## config.mk

```make
export PLATFORM = sky130hd
export DESIGN_NAME = operand_skid_buffer
export DESIGN_NICKNAME = d
export VERILOG_FILES = /design/src/rtl/operand_skid_buffer.sv
export SDC_FILE = /design/constraint.sdc
export NUM_CORES = 1
export LEC_CHECK = 0
export ABC_AREA = 1
export BUFFER_PORTS_ARGS = -buffer_cell sky130_fd_sc_hd__buf_2
export CAP_MARGIN = 5
export CELL_PAD_IN_SITES_DETAIL_PLACEMENT = 0
export CELL_PAD_IN_SITES_GLOBAL_PLACEMENT = 2
export CORE_ASPECT_RATIO = 0.5
export CORE_UTILIZATION = 30
export CTS_CLUSTER_SIZE = 16
export DETAILED_ROUTE_END_ITERATION = 8
export GPL_TIMING_DRIVEN = 0
export PLACE_DENSITY_LB_ADDON = 0.1
export SKIP_LAST_GASP = 1
export SYNTH_ARGS = -nofsm -noshare
export SYNTH_HDL_FRONTEND = slang
export SYNTH_SLANG_ARGS = --single-unit
```

## constraint.sdc

```tcl
create_clock -name clk -period 4.94 [get_ports clk]
set_input_delay 0.494 -clock clk [delete_from_list [all_inputs] [get_ports clk]]
set_output_delay 0.494 -clock clk [all_outputs]
set_load 0.02 [all_outputs]
```

## src/rtl/operand_skid_buffer.sv

```systemverilog
//------------------------------------------------------------------------------
// Module      : operand_skid_buffer
// Description : Two-entry in-order skid FIFO of {data, tag} operand pairs
//               between the source mux and the execute stage.
// Revision    : 1.0 - initial release
//------------------------------------------------------------------------------
`default_nettype none

module operand_skid_buffer #(
   parameter int WIDTH = 16,
   parameter int TAGW  = 2
) (
   input  logic             clk,
   input  logic             reset,
   input  logic [WIDTH-1:0] in_data,
   input  logic [TAGW-1:0]  in_tag,
   input  logic             in_valid,
   output logic             in_ready,
   input  logic             flush,
   output logic [WIDTH-1:0] out_data,
   output logic [TAGW-1:0]  out_tag,
   output logic             out_valid,
   input  logic             out_ready,
   output logic [1:0]       count,
   output logic [15:0]      xfer_count
);

   localparam logic [1:0] C_EMPTY = 2'd0;
   localparam logic [1:0] C_ONE   = 2'd1;
   localparam logic [1:0] C_FULL  = 2'd2;

   logic [WIDTH-1:0] head_data_q, head_data_d;
   logic [TAGW-1:0]  head_tag_q,  head_tag_d;
   logic [WIDTH-1:0] tail_data_q, tail_data_d;
   logic [TAGW-1:0]  tail_tag_q,  tail_tag_d;
   logic [1:0]       count_q,     count_d;
   logic [15:0]      xfer_q,      xfer_d;

   logic w_push;
   logic w_pop;

   // Ready comes from registered occupancy only, so no combinational path
   // runs from out_ready back to the upstream mux.
   assign in_ready   = (count_q != C_FULL);
   assign out_valid  = (count_q != C_EMPTY);
   assign out_data   = out_valid ? head_data_q : '0;
   assign out_tag    = out_valid ? head_tag_q  : '0;
   assign count      = count_q;
   assign xfer_count = xfer_q;

   assign w_push = in_valid  & in_ready  & ~flush;
   assign w_pop  = out_valid & out_ready & ~flush;

   always_comb begin
      head_data_d = head_data_q;
      head_tag_d  = head_tag_q;
      tail_data_d = tail_data_q;
      tail_tag_d  = tail_tag_q;
      count_d     = count_q;
      xfer_d      = xfer_q + {15'd0, w_pop};

      if (flush) begin
         count_d = C_EMPTY;
      end else if (w_push && w_pop) begin
         // Only reachable at one entry: the incoming operand replaces the head.
         head_data_d = in_data;
         head_tag_d  = in_tag;
      end else if (w_push) begin
         if (count_q == C_EMPTY) begin
            head_data_d = in_data;
            head_tag_d  = in_tag;
         end else begin
            tail_data_d = in_data;
            tail_tag_d  = in_tag;
         end
         count_d = count_q + C_ONE;
      end else if (w_pop) begin
         if (count_q == C_FULL) begin
            head_data_d = tail_data_q;
            head_tag_d  = tail_tag_q;
         end
         count_d = count_q - C_ONE;
      end
   end

   always_ff @(posedge clk or posedge reset) begin
      if (reset) begin
         head_data_q <= '0;
         head_tag_q  <= '0;
         tail_data_q <= '0;
         tail_tag_q  <= '0;
         count_q     <= C_EMPTY;
         xfer_q      <= '0;
      end else begin
         head_data_q <= head_data_d;
         head_tag_q  <= head_tag_d;
         tail_data_q <= tail_data_d;
         tail_tag_q  <= tail_tag_d;
         count_q     <= count_d;
         xfer_q      <= xfer_d;
      end
   end

endmodule

`default_nettype wire

```

# Yosys cells after proc, flatten, opt, wreduce, memory -nomap -nowiden
# Cells that the tools add are included.
# word_totals
input_bits,23
ff_bits,54
out_inout_bits,38
# classes
n_eq_ne,4
n_reduce_logical,9
mux,16
n_bitwise,7
add_sub_neg,3
# op_table
cell,count
two-way mux 16 bit,6
two-way mux 2 bit,10
adder 16 x 1 -> 16 bit,1
nonzero test 3 bit,3
AND reduction 4 bit,2
bitwise AND 1 bit,4
"inequality test 2 bit, second input constant",2
"inequality test 3 x 1 -> 1 bit, second input constant",1
inverter 1 bit,3
"adder 2 x 1 -> 2 bit, second input constant",1
"equality test 2 bit, second input constant",1
zero test 2 bit,1
AND reduction 2 bit,1
nonzero test 2 bit,1
"subtractor 2 x 1 -> 2 bit, second input constant",1
logical AND 1 bit,1

# Depth between registers and ports, before layout
# logic_depth
ltp_word,7
mapped_depth,11
mapped_depth_nobuf,11

# Least setup slack after synthesis
# No wires, ideal clock.
# synth_timing
kind,reg-to-reg
startpoint,"register count_q[1], in the netlist count[1]"
endpoint,"register xfer_q[12], in the netlist xfer_count[12]"
required_time_ps,4819
setup_time_ps,121
arrival_ps,1990
path_stages_with_launch,12
path_slack_ps,2829
cell_sequence,dfrtp_1 -> nor2_2 -> nor2_1 -> nand2_1 -> inv_1 -> ha_1 -> ha_1 -> and3_1 -> nand2_1 -> nor2_1 -> nand2_1 -> xor2_1
# synth_between
elab_chain_cells,4
# synth_lines
item,line,rtl
"start, declared",36,"logic [1:0] count_q, count_d;"
"start signal, assigned",99,count_q <= count_d;
nonzero test 2 bit,45,assign out_valid = (count_q != C_EMPTY);
bitwise AND 1 bit (2 in series),52,assign w_pop = out_valid & out_ready & ~flush;
adder 16 x 1 -> 16 bit,60,"xfer_d = xfer_q + {15'd0, w_pop};"
net xfer_d[12],37,"logic [15:0] xfer_q, xfer_d;"
"end signal, assigned",100,xfer_q <= xfer_d;
"end, declared",37,
# The timed path passes the listed nets, and every way through them passes these cells.
# A chain may end at the register's enable or synchronous reset.

# Final worst setup path
# Ends and elaborated chain as after synthesis.

==> results list <==
* Result of the run: finished, final reports clean
- The number of global-route vias before repair was roughly 2.4k.
* Area overhead of the layout relative to synthesis: 22.2%
- CP Data Required Time: roughly 5.2 ns
* Data arrival time of the critical path: approximately 2.7 ns
- Core area: 0.00835 mm^2
- Fraction of power consumed by combinational cells: 0.410
- Reported net switching power: approximately 0.00073 W
- Number of antenna violations at the first check in global routing: 0
- Setup violations remaining at the end of the flow were counted as 0.
- Final sum of negative setup slack: 0 ns
- VDD IR-drop max: 0.215 mV
- Final Hold Viols: 0
- Of the total power, the share spent switching nets is 0.410.
- Most frequent standard cell in the layout excluding fill and tap cells: nand2_1
- Highest-count cells in the layout ignoring fill and taps: nand2_1 (82), buf_2 (66), dfrtp_1 (54)
- Once detailed placement completed, the half-perimeter wirelength came to ~4800 um.
- Counting every instance in the synthesized netlist gives between 300 and 400.
- Dividing the final minimum period by the clock period gives 0.491.
* Maximum clock skew at final layout: around 0.0066 ns
- After synthesis, the netlist uses 26 different library cells.
- The first TritonRoute pass finished after 4 iterations.
- Max-slew violation count: 0
- The clock net in this run drives a total of 54 sinks.
* Clock period minus final worst setup slack: about 2.4 ns
- For this design the top-level I/O count stands at just over 60.
- The root buffer cell chosen for the clock tree is clkbuf_16.
- Relative slew slack: 0.693
* Setup repair after global routing missed its margin: no
- 0 antenna diodes ended up in the layout.
- Via count: between 2k and 2.5k
- After detailed routing, the met3 layer carries just over 300 um of wire.
* Final ANT Viol Nets: 0
* Net Count, Synth: 360
* Die Span X: about 140 um
- The later pin in the worst-skew pair is clocked with a latency of about 0.30 ns.
- Leak: between 1.5 and 2 nW
- The share of the Yosys chip area taken by registers is 0.502.
- For this configuration, the core starts out at a cell density of 0.322.
* Number of vias per cell after detailed routing: 4.48
- Row count: 23
- Number of nets at the end of the flow: roughly 430
* GRT Residual Overflow: 0
- Number of violations reported at the end of detailed-routing iteration 0: 63
- The cell area that synthesis handed to floorplanning was 0.00269 mm^2.
- Filler cell count: 927
- Register bit total from synthesis: 54
- The floorplan step defined a die boundary enclosing between 0.009 and 0.01 mm^2.
* Number of hold-repair buffers added at the cts stage: 0
- In the final routing, the length of wire on met1 measures just under 3000 um.
- TritonCTS built the clock tree.
- In this run the tool buffered the top-level ports with 60 buffer cells.
- Chip height: 69.0 um
* Worst hold-check path type: in2async
- Part of the total power dissipated in sequential elements: 0.395
* Clock buffers created by TritonCTS: 5
* Global-route usage over all layers: 0.156
- Pin count of the biggest net entering global routing: 39
- For the pin with the worst max-slew slack, the measured transition is around 0.46 ns.
- Across the run, the number of max-cap violations was 0.
- For this run, design rule violations remaining after detail routing come to 0.
- Synthesized area per cell: ~8 um^2
- Power spread over the standard cell area amounts to ~540 mW/mm^2.
* Routed met2 length: between 3000 and 4000 um
* Total wire length after detailed routing: around 6400 um
* Setup Buffers After CTS: 0
* Launching element type of the critical path: flop
* Design internal power: about 0.0010 W
* Worst setup EP type: flop
- Top layer used by detailed routing: met4
* Critical setup path kind: reg2reg
- In this run the number of H-tree levels came out at 2.
* Share of layout cells above drive strength 1: 0.219
- After clock tree synthesis, the clock-pin slew on the worst setup and hold paths is 0.07 ns.
* Buffer levels on the longest clock path: 2
- Wire length of the first global-routing pass: 10900 um
- Routed wire per std cell: roughly 13 um
* Cts repair resizes: 0
* Max Clk Rate: 412 MHz
- Routability-driven placement finished with a final weighted congestion of between 0.7 and 0.8.
* Smallest hold slack: 0.171 ns
- Yosys warning total: 0
* Relative contribution of the clock network to total power: 0.194
- Largest fanout on the critical path: 10
metal layers:
layer	track usage	vias to the layer above
li1	-	1165
met4	0.0667	0
met1	0.170	1081
met2	0.298	47
met5	0	-
met3	0.0387	8
cell families (layout without fill, tap and decap cells):
family | Yosys count | count (layout) | synth area share
AND/OR/NAND/NOR | 166 | 166 | 0.263
flip-flops | 54 | 54 | 0.502
AO/OA/AOI/OAI | 39 | 39 | 0.0828
adder cells (fa/ha/maj) | 3 | 3 | 0.0140
buffers and inverters | 58 | 126 | 0.0921
XOR/XNOR | 14 | 14 | 0.0456
final timing paths:
path / start / depth (start not counted) / slack (ns) / to
min: reset / 2 / 0.17 / xfer_count[15]$_DFF_PP0_
max: count[1]$_DFFE_PP0P_ / 11 / 2.51 / xfer_count[12]$_DFF_PP0_
min reg2reg: xfer_count[15]$_DFF_PP0_ / 1 / 0.47 / xfer_count[15]$_DFF_PP0_
max reg2reg: count[1]$_DFFE_PP0P_ / 11 / 2.51 / xfer_count[12]$_DFF_PP0_
min in group clk: in_data[12] / 3 / 0.42 / tail_data_q[12]$_DFFE_PP0P_
max in group asynchronous: reset / 3 / 4.23 / head_data_q[11]$_DFFE_PP0P_
power by group through the flow:
stage | combinational, W | sequential (W) | clock (W)
finish | 0.000730 | 0.000703 | 0.000346
global route | 0.000853 | 0.000727 | 0.000378
floorplan | 0.000504 | 0.000723 | 0
global placement | 0.000731 | 0.000708 | 0
CTS | 0.000747 | 0.000705 | 0.000363
detailed placement | 0.000744 | 0.000714 | 0
stage by stage:
step / area, um^2 / setup WS, ns / utilization / power, W / cells
after floorplan: 2690 / 2.83 / - / 0.00123 / 334
after global placement: 3130 / 2.40 / 0.375 / 0.00144 / 506
after detailed placement: 3150 / 2.46 / 0.378 / 0.00146 / 507
after CTS: 3290 / 2.44 / 0.394 / 0.00182 / 514
after global routing: 3290 / 2.30 / 0.394 / 0.00196 / 514
final: 3290 / 2.51 / 0.394 / 0.00178 / 514
flip-flops by register name, indices dropped and copies added (netlist names):
signal	count
count	2
head_data_q	16
head_tag_q	2
tail_data_q	16
tail_tag_q	2
xfer_count	16
synthesized netlist by cell type, drive strengths merged:
| cell | instances | area share |
|---|---|---|
| nand2 | 85 | 0.13 |
| dfrtp | 54 | 0.50 |
| nor2 | 50 | 0.073 |
| inv | 47 | 0.066 |
| nand3 | 27 | 0.055 |
| a21oi | 20 | 0.041 |
| o21ai | 18 | 0.033 |
| buf | 10 | 0.025 |
| xor2 | 8 | 0.026 |
| xnor2 | 6 | 0.020 |
| ha | 3 | 0.014 |
| nand4 | 2 | 0.0047 |
| and3 | 1 | 0.0023 |
| clkbuf | 1 | 0.0014 |
| nor3b | 1 | 0.0028 |
| o211ai | 1 | 0.0079 |
worst max-delay path: stages, from the launching register on:
cell	delay [ns]
dfrtp_1	0.48
nor2_2	0.41
nor2_1	0.11
nand2_1	0.22
inv_1	0.10
ha_1	0.21
ha_1	0.20
and3_1	0.22
nand2_1	0.10
nor2_1	0.08
nand2_1	0.08
xor2_1	0.15
cell type report:
type                    instances  area (um^2)  area share
plain buffers                  11         71.3      0.0217
multi-input cells             222         1090       0.332
inverters                      47          176      0.0537
flip-flops and latches         54         1350       0.411
clock inverters                 1         7.51     0.00228
repair buffers                 61          320      0.0974
clock buffers                   6          129      0.0392
well taps                     112          140      0.0426
No activity file was read; power rests on OpenSTA's default activity.
